===== config.mk =====
export PLATFORM = sky130hd
export DESIGN_NAME = pw_seq_lock
export DESIGN_NICKNAME = d
export VERILOG_FILES = /design/src/rtl/pw_seq_lock.sv
export SDC_FILE = /design/constraint.sdc
export NUM_CORES = 1
export LEC_CHECK = 0
export ABC_CLOCK_PERIOD_IN_PS = 3800
export CAP_MARGIN = 10
export CORE_MARGIN = 10
export CORE_UTILIZATION = 35
export CTS_CLUSTER_DIAMETER = 150
export CTS_CLUSTER_SIZE = 25
export DETAILED_ROUTE_END_ITERATION = 6
export GPL_TIMING_DRIVEN = 0
export PLACE_DENSITY = 0.56
export SKIP_LAST_GASP = 1
export SLEW_MARGIN = 20
export SYNTH_ARGS = -nofsm -noshare
export SYNTH_HDL_FRONTEND = slang
export SYNTH_SLANG_ARGS = --single-unit

===== constraint.sdc =====
create_clock -name clk -period 3.8 [get_ports clk]
set_clock_uncertainty 0.2 [all_clocks]
set_input_delay 0.76 -clock clk [delete_from_list [all_inputs] [get_ports clk]]
set_output_delay 0.76 -clock clk [all_outputs]
set_load 0.005 [all_outputs]

===== src/rtl/pw_seq_lock.sv =====
// Switch-sequence combination lock: synchronised rising-edge entry of a
// parametrised code, with failure counting, entry timeout and timed lockout.
`timescale 1ns/1ps
module pw_seq_lock #(
   parameter int N_SW = 10,
   parameter int IW = 4,
   parameter int CODE_LEN = 4,
   parameter logic [CODE_LEN*IW-1:0] CODE = {4'd3, 4'd2, 4'd1, 4'd0},
   parameter int MAX_FAIL = 3,
   parameter int LOCK_CYCLES = 50_000_000,
   parameter int TIMEOUT = 250_000_000
) (
   input  logic            clk,
   input  logic            rst,
   input  logic [N_SW-1:0] sw,
   output logic [4:0]      state,
   output logic [3:0]      progress,
   output logic [2:0]      fail_cnt,
   output logic            unlocked,
   output logic            alarm
);

   localparam int LW = $clog2(LOCK_CYCLES + 1);
   localparam int TW = $clog2(TIMEOUT + 1);

   typedef enum logic [2:0] {
      S_IDLE  = 3'd0,
      S_ENTRY = 3'd1,
      S_OPEN  = 3'd2,
      S_FAIL  = 3'd3,
      S_LOCK  = 3'd4
   } st_t;

   st_t st, nst;

   logic [N_SW-1:0] s1, s2, s3;
   logic [N_SW-1:0] rise, fall, ar, af;
   logic [N_SW-1:0] exp_bit;
   logic [IW-1:0]   exp_idx;
   logic [1:0]      vld;
   logic            armed, all_zero, hit;
   logic [3:0]      nprog;
   logic [2:0]      nfc;
   logic [LW-1:0]   lcnt;
   logic [TW-1:0]   tcnt;

   // vld marks when s2 holds a real sample, so the reset zeros cannot arm
   always_ff @(posedge clk or negedge rst) begin
      if (!rst) begin
         s1    <= '0;
         s2    <= '0;
         s3    <= '0;
         vld   <= '0;
         armed <= 1'b0;
      end else begin
         s1  <= sw;
         s2  <= s1;
         s3  <= s2;
         vld <= {vld[0], 1'b1};
         if (vld[1] && all_zero)
            armed <= 1'b1;
      end
   end

   assign rise     = s2 & ~s3;
   assign fall     = ~s2 & s3;
   assign all_zero = ~|s2;
   assign ar       = armed ? rise : '0;
   assign af       = armed ? fall : '0;

   always_comb begin
      exp_idx = '0;
      for (int k = 0; k < CODE_LEN; k++)
         if (progress == 4'(k))
            exp_idx = CODE[k*IW +: IW];
   end

   assign exp_bit = {{(N_SW-1){1'b0}}, 1'b1} << exp_idx;
   assign hit     = (|ar) && (ar == exp_bit);

   always_comb begin
      nst   = st;
      nprog = progress;
      nfc   = fail_cnt;
      unique case (st)
         S_IDLE: begin
            if (|ar) begin
               if (hit) begin
                  nprog = 4'd1;
                  nst = (nprog == 4'(CODE_LEN)) ? S_OPEN : S_ENTRY;
               end else begin
                  nst = S_FAIL;
               end
            end
         end
         S_ENTRY: begin
            // a correct step wins over an expiring timeout, not over a fall
            if (hit && !(|af)) begin
               nprog = progress + 4'd1;
               if (nprog == 4'(CODE_LEN))
                  nst = S_OPEN;
            end else if ((|ar) || (|af) || tcnt == TW'(TIMEOUT)) begin
               nst = S_FAIL;
            end
         end
         S_OPEN: begin
            if (all_zero) begin
               nst   = S_IDLE;
               nprog = '0;
            end
         end
         S_FAIL: begin
            if (fail_cnt >= 3'(MAX_FAIL))
               nst = S_LOCK;
            else if (all_zero)
               nst = S_IDLE;
         end
         S_LOCK: begin
            if (lcnt == LW'(LOCK_CYCLES) && all_zero) begin
               nst = S_IDLE;
               nfc = '0;
            end
         end
         default: nst = S_IDLE;
      endcase
      if (nst == S_FAIL && st != S_FAIL) begin
         nprog = '0;
         nfc   = (fail_cnt == 3'd7) ? 3'd7 : fail_cnt + 3'd1;
      end
      if (nst == S_OPEN && st != S_OPEN)
         nfc = '0;
   end

   always_ff @(posedge clk or negedge rst) begin
      if (!rst) begin
         st       <= S_IDLE;
         state    <= 5'b00001;
         progress <= '0;
         fail_cnt <= '0;
         unlocked <= 1'b0;
         alarm    <= 1'b0;
         tcnt     <= '0;
         lcnt     <= '0;
      end else begin
         st       <= nst;
         state    <= 5'b00001 << nst;
         progress <= nprog;
         fail_cnt <= nfc;
         unlocked <= (nst == S_OPEN);
         alarm    <= (nst == S_LOCK);
         if (nst != st) begin
            tcnt <= '0;
            lcnt <= '0;
         end else begin
            if (st == S_ENTRY)
               tcnt <= hit ? '0 : tcnt + 1'b1;
            if (st == S_LOCK && lcnt != LW'(LOCK_CYCLES))
               lcnt <= lcnt + 1'b1;
         end
      end
   end

endmodule


==> results.txt, run 1 <==
* Status: finished clean
* Final weighted congestion in routability-driven placement: 0.831
- The count of endpoints failing hold in the final timing report is 0.
- In this run the post-CTS setup repair buffer count came out at 0.
- Summed over all layers, the global routing overflow is 0.
* Area share of the leading cell type in the synthesized netlist: 48.5%
- Headroom to the max-slew limit came out at 37.7%.
- Timing would allow up to about 0.3 GHz.
* Post-Synthesis Cells: 517
* Period utilisation layout: 88.1%
- For the worst setup path, the data required time is 3.85 ns.
* Leading cell type in the layout, fill and taps excluded: sky130_fd_sc_hd__dfrtp_1
- First-pass GRT wire length: 18500 um
- Synth Flop Type: sky130_fd_sc_hd__dfrtp_1
* Proportion of power drawn by the clock network: 32.3%
* Post-Syn Area per Cell: 10.1 sq um
- Cell taking the most area after synthesis: sky130_fd_sc_hd__dfrtp_1
* Max-cap violations: 0
- Fraction of met2 tracks used by global routing: 16.9%
- Setup violations remaining at the end of the flow were counted as 0.
- P_sw: 1.02 mW
- Global routing met1 resource utilization: around 15%
- Maximum number of pins on one net before global-route repair: 71
- Total Wirelength: 10600 um
* Type of the tightest min-delay check: input pin to asynchronous set/reset pin
- In this run the count of I/O pins placed on the die edge is 26.
- Number of flops mapped to enable cells by yosys: 0
* Placed wire-length estimate: roughly 8000 um
* Async SR Flop Fraction: 100%
* Met3 Track Usage GR: 2.37%
- Initial antenna violation count: 0
- Cell internal power was estimated by the tool at 1.98 mW.
- Dividing the detail-routed via count by the number of cells gives 4.98.
- Busiest metal layer after global routing: met2
- After synthesis, flip-flops and latches occupy 49.0% of the total area.
- Unrepaired setup endpoints after global routing: false
* Number of buffers inserted by hold repair at cts: 0
- Clk root buf: sky130_fd_sc_hd__clkbuf_16
- The H-tree generated during clock tree synthesis spans 3 levels.
- In this run switching power makes up between 30% and 40% of total power.
- Post-cts gate resize count: 0
* Placed Instance Area: 5720 sq um
* Overall fraction of global-route tracks in use: 11.2%
- STA classifies the critical path startpoint as a flop.
- Once layout is done, the placed cells without fillers occupy 6040 sq um.
* Worst-margin pin slew: roughly 0.93 ns
* CTS Buf Count: 9
* Unique masters post-synth: 64
* Number of placed instances with taps included: between 700 and 800
- Maximum fanout along the worst path: 10
* TritonCTS clock tree: yes
* Clock period minus final worst setup slack: 3.35 ns
- Timing analysis after detailed placement gives a worst setup slack of ~0.43 ns.
- Routed Antenna Nets: 0
* Number of warnings printed during yosys synthesis: 0
- Net count after synthesis: ~540
- Initial DRC count: 224
* Post-synthesis register bit count: 102
* Post-route worst setup slack: 0.450 ns
- IO Port Bufs: 25
- The routed layout has 3699 vias.
* Top cells by area, synth: sky130_fd_sc_hd__dfrtp_1 (48%), sky130_fd_sc_hd__nor2_2 (6.0%), sky130_fd_sc_hd__xnor2_1 (5.2%)
- For the worst-skew pair, the clock arrives at the later sink with an insertion delay of about 0.36 ns.
- Maximum count of clock buffers along a single path: 2
- Post-route DRC: 0
- For this design the ratio of total power to cell area is a little under 500 nW/um^2.
- Reported leakage power: about 2.4 nW
- In the final design database the tool counted ~570 nets.
- Kind of capture point of the worst setup path: flop
- Registers are responsible for 40.7% of the overall power.
* Die Area: 20200 sq um
* Critical path arrival: about 3.4 ns
* Total power: around 3 mW
- Detailed-routing iteration count for the pre-antenna-repair pass: 4
- At the end of the flow the core is filled with cells to roughly two fifths.
* Routed wire per std cell: 14.3 um
- For this run, the number of standard cells in the final layout without fillers is 743.
* Die Ht: 142 um
- Clk sinks: 102
* Clock-pin slew on the worst setup and hold paths: 0.08 ns
- In this run, the combinational gates consume 27.0% of the power.
- Area inside the core boundary: 14600 sq um
* Number of inserted diodes: 0
- The library cells used most frequently in the layout, excluding fill and tap cells, are sky130_fd_sc_hd__dfrtp_1 (101), sky130_fd_sc_hd__nand2_1 (64), sky130_fd_sc_hd__nor2_2 (50).
- Layout-stage area growth over the synthesis result: 15.8%
- The floorplan has 44 rows.
* Type of the worst setup path: flop to flop
- Peak supply drop: 0.286 mV
- Effective utilization at floorplan: between 30% and 40%
- In the final layout, the share of cells above drive strength 1 is 17.5%.
* Max-slew violation count: 0
* Die extent in x: 142 um
- Area of the mapped netlist: 5210 sq um
* Via count of the first global-routing pass: 3693
cell usage after synthesis (all sizes together) (8+ instances only):
cell type and n:
ha 8, nand4 18, xor2 21, nor2 84, and3 8, nor4 13, nand2 64, a21oi 12
xnor2 31, buf 8, nor3 13, nand3 18, dfrtp 101, inv 23, nor2b 10
area by class of cell:
class / count / area, sq um
fillers: 1389 / 8550
flip-flops and latches: 102 / 2550
multi-input cells: 379 / 2450
repair buffers: 26 / 279
well taps: 184 / 230
clock buffers: 9 / 225
plain buffers: 13 / 116
clock inverters: 7 / 91.3
inverters: 23 / 88.8
worst max-delay path: stages, from the launching register on:
cell,delay (ns)
sky130_fd_sc_hd__dfrtp_1,0.43
sky130_fd_sc_hd__ha_1,0.25
sky130_fd_sc_hd__a211oi_1,0.61
sky130_fd_sc_hd__nor2_1,0.11
sky130_fd_sc_hd__nor4b_2,0.48
sky130_fd_sc_hd__o21ba_2,0.22
sky130_fd_sc_hd__nand4bb_1,0.12
sky130_fd_sc_hd__a21oi_1,0.12
sky130_fd_sc_hd__o221ai_4,0.42
sky130_fd_sc_hd__buf_8,0.22
sky130_fd_sc_hd__nor2_2,0.05
routing by layer:
metal	part of all wire (%)	up-vias
met1	48	1790
met3	3.0	12
met2	47	35
met5	0	-
met4	1.8	0
li1	-	1862
through the flow:
step | TNS, ns | hold WS (ns)
floorplan | 0 | 0.131
global placement | -215.53 | 0.134
detailed placement | 0 | 0.135
CTS | 0 | 0.0778
global route | 0 | 0.0958
finish | 0 | 0.0746
cell families after synthesis:
group           count (synthesis)  synth area share [%]
xor+xnor                       52                  8.74
flops                         102                  49.0
fa+ha+maj                       8                  1.92
compound gates                 47                  7.20
mux                             1                 0.216
simple gates                  270                  28.9
buf+inv                        36                  3.94
other cells                     1                0.0720
worst paths after layout:
| check | start | to | slack, ns | depth (start not counted) |
|---|---|---|---|---|
| worst min register to register | s1[4] | s2[4] | 0.14 | 0 |
| worst min-delay path | rst | lcnt[12] | 0.07 | 1 |
| worst max-delay path | fail_cnt[0] | tcnt[18] | 0.45 | 10 |
| min in group clk | s1[4] | s2[4] | 0.14 | 0 |
| max in group asynchronous | rst | tcnt[5] | 2.68 | 2 |
| worst max register to register | fail_cnt[0] | tcnt[18] | 0.45 | 10 |
flip-flops by register name, summed over array words and instances (netlist names):
| register | cells |
|---|---|
| armed | 1 |
| tcnt | 28 |
| s2 | 10 |
| st | 3 |
| alarm | 1 |
| unlocked | 1 |
| state | 3 |
| fail_cnt | 3 |
| s1 | 10 |
| s3 | 10 |
| lcnt | 26 |
| vld | 2 |
| progress | 4 |
power by group through the flow:
stage	Combinational (mW)	Clock [mW]	Sequential, mW
final	0.810	0.969	1.22
after detailed placement	0.831	0	1.24
after global placement	0.819	0	1.24
after CTS	0.834	0.998	1.22
after global routing	0.894	1.04	1.23
after floorplan	0.578	0	1.23
(Power assumes the default switching activity.)
==> run 2, diff against run 1 <==
--- a/config.mk
+++ b/config.mk
@@ -14,6 +14,7 @@
 export DETAILED_ROUTE_END_ITERATION = 6
 export GPL_TIMING_DRIVEN = 0
 export PLACE_DENSITY = 0.56
+export RECOVER_POWER = 25
 export SKIP_LAST_GASP = 1
 export SLEW_MARGIN = 20
 export SYNTH_ARGS = -nofsm -noshare
==> run 2 against run 1 <==
- the run now ends with capacitance limit, slew limit left
- combinational power barely moved
- worst setup slack barely moved
- die area did not move
- clock power barely moved
- sequential power barely moved
- count of clock-buffer cells in the layout did not move
- total power barely moved
- maximum frequency barely moved
- core utilization fell by 0.051 points
- sequential share of layout area rose by 0.053 points
- wire length barely moved
- final cell count did not move
- largest cell class unchanged
==> results.txt, run 2 (synthesis results as in run 1) <==
- The detailed router's first-iteration violation count came to 224 (unchanged).
* Period utilisation layout: 88.1% (about the same)
- Flip-flop count of the largest register after layout: 28 (unchanged)
- Worst path buffer plus inverter count: 1 (unchanged)
- Fraction of met2 tracks used by global routing: 16.9% (unchanged)
- The count of buffers from port buffering is 25 (unchanged).
- The classification of the worst-slack hold path is flop to flop (was input pin to asynchronous set/reset pin).
- The total of endpoints with negative setup slack in the final report was 0 (unchanged).
* Post-route DRC: 0 (unchanged)
- The level count of the clock H-tree came to 3 (unchanged).
- Kind of capture point of the worst setup path: flop (unchanged)
* Routed Antenna Nets: 0 (unchanged)
- Peak supply drop: 0.286 mV (about the same)
- Final hold violation count: 0 (unchanged)
- The depth of the worst register-to-register path is 10 (unchanged).
- The reg-to-reg setup timing slack was 0.45 ns (about the same).
- The routed via count is 3703 (was 3699).
- The sum of net half-perimeters after detailed placement came to 7770 um (unchanged).
- GRT overflow: 0 (unchanged)
* Most frequent cells in the layout: sky130_fd_sc_hd__dfrtp_1 (101), sky130_fd_sc_hd__nand2_1 (64), sky130_fd_sc_hd__nor2_2 (50) (unchanged)
- # IOs: 26 (unchanged)
* Maximum fanout along the worst path: 10 (unchanged)
* Max Freq: 0.299 GHz (about the same)
- End of the worst register-to-register path: tcnt[18] (unchanged)
- The largest register by flop count is tcnt (unchanged).
- The gate family responsible for the most delay along the worst path is compound AO/OA/AOI/OAI gates (unchanged).
* Clock-pin slew on the worst setup and hold paths: 0.08 ns (about the same)
- The post-layout minimum cycle time is 3.35 ns (about the same).
- Via count of the first global-routing pass: 3693 (unchanged)
- Overall fraction of global-route tracks in use: 11.2% (unchanged)
- The number of sinks on the clock net is 102 (unchanged).
- Effective utilization at floorplan: 35.7% (unchanged)
- The chip height is 142 um (unchanged).
* Post-route worst setup slack: 0.450 ns (about the same)
- Leading cell type in the layout, fill and taps excluded: sky130_fd_sc_hd__dfrtp_1 (unchanged)
- The count of final max-slew check failures was 33 (was 0).
* Footprint of the multi-input gates: 2450 sq um (unchanged)
- The antenna diode count came to 0 (unchanged).
- Global routing met1 resource utilization: 15.1% (unchanged)
- The post-cts hold buffer count is 0 (unchanged).
- The share of layout cells above drive strength 1 is 17.4% (was 17.5%).
- Status: finished with violations (was finished clean)
* Source-to-sink clock delay at the later pin of the worst-skew pair: 0.36 ns (about the same)
* Violated checks: capacitance limit, slew limit
* Type of element launching the critical path: flop (unchanged)
* Biggest regs: tcnt: 28 flops, lcnt: 26 flops (unchanged)
- The number of resized instances in the post-cts repair step came to 0 (unchanged).
- CTS Buf Count: 9 (unchanged)
* Fillers: 1389 (unchanged)
- The static leakage power is 2.44 nW (about the same).
- Total power: 3.00 mW (about the same)
- The number of rows created at floorplan came to 44 (unchanged).
- Type of the worst setup path: flop to flop (unchanged)
* Initial antenna violation count: 0 (unchanged)
* Final weighted congestion in routability-driven placement: 0.831 (unchanged)
* Clk root buf: sky130_fd_sc_hd__clkbuf_16 (unchanged)
* Crit-path cells: ha_1, a211oi_1, nor2_1, nor4b_2, o21ba_2, nand4bb_1, a21oi_1, o221ai_4, buf_8, nor2_2 (unchanged)
- The headroom to the max-slew limit is -28.2% (was 37.7%).
- Instance count along the most critical hold path: 0
- The critical-path cell with the highest stage delay was sky130_fd_sc_hd__a211oi_1 (unchanged).
- Total Wirelength: 10600 um (about the same)
* Maximum count of clock buffers along a single path: 2 (unchanged)
- The instance count on the critical path is 10 (unchanged).
- The width of the die is 142 um (unchanged).
* Layout-stage area growth over the synthesis result: 15.7% (was 15.8%)
- Hold wc startpoint: s1[4]
- The number of buffers inserted by post-CTS setup repair came to 0 (unchanged).
* Maximum number of pins on one net before global-route repair: 71 (unchanged)
- Largest incremental delay on the critical path: 0.61 ns (about the same)
- The area of the placeable core is 14600 sq um (unchanged).
- Via density per instance: 4.98 (about the same)
- Worst-margin pin slew: 1.92 ns (was 0.926 ns)
- Die Area: 20200 sq um (unchanged)
- Met3 Track Usage GR: 2.37% (unchanged)
- Routed wire per std cell: 14.3 um (about the same)
* Critical path arrival: 3.40 ns (about the same)
* Unrepaired setup endpoints after global routing: false (unchanged)
* Max-cap violations: 1 (was 0)
- The launching point of the worst reg2reg path is fail_cnt[0] (unchanged).
* Endpoint of the worst hold path: s2[4]
- The TritonCTS clock tree was yes (unchanged).
* Worst setup slack before clock tree synthesis: 0.430 ns (unchanged)
- Detailed-routing iteration count for the pre-antenna-repair pass: 4 (unchanged)
- The power density normalized to cell area is 497 nW/um^2 (was 496 nW/um^2).
* Busiest metal layer after global routing: met2 (unchanged)
- First-pass GRT wire length: 18500 um (unchanged)
- Final Net Count: 574 (unchanged)
- The register area came to 2550 sq um (unchanged).
- Req. time, crit path: 3.85 ns (about the same)
run 2: worst max path at each step:
stage	start	to
after detailed placement	fail_cnt[0]	tcnt[18]
after global placement	rst	tcnt[10]
final	fail_cnt[0]	tcnt[18]
after CTS	fail_cnt[0]	tcnt[18]
after floorplan	fail_cnt[0]	lcnt[10]
after global routing	fail_cnt[0]	tcnt[17]
run 2: final cells by class:
cell class	instances	area share, %
Clock inverter	7	1.51
Sequential cell	102	42.4
Buffer	13	1.93
Timing Repair Buffer	26	4.50
Multi-Input combinational cell	379	40.7
Inverter	23	1.47
Clock buffer	9	3.74
Tap cell	184	3.82
run 2: report_power, final:
part	internal [mW]	total, mW	switching [mW]
logic	0.339	0.809	0.471
registers	1.15	1.22	0.0642
clock network	0.481	0.969	0.487
total	1.97	3.00	1.02
run 2: per-stage QoR:
| stage | std cells | setup TNS [ns] | hold WS, ns | instance area, sq um | util (%) |
|---|---|---|---|---|---|
| final | 743 | 0 | 0.143 | 6030 | 41.3 |
| after global routing | 743 | 0 | 0.153 | 6030 | 41.3 |
| after CTS | 743 | 0 | 0.0778 | 6040 | 41.4 |
| after detailed placement | 727 | 0 | 0.135 | 5720 | 39.2 |
| after global placement | 726 | -215.53 | 0.134 | 5690 | 39.0 |
| after floorplan | 517 | 0 | 0.131 | 5210 | - |
run 2: routing by layer:
metal,wire (um),vias to the layer above
met5,0,-
met1,5140,1791
li1,-,1863
met3,321,12
met4,194,0
met2,4960,37
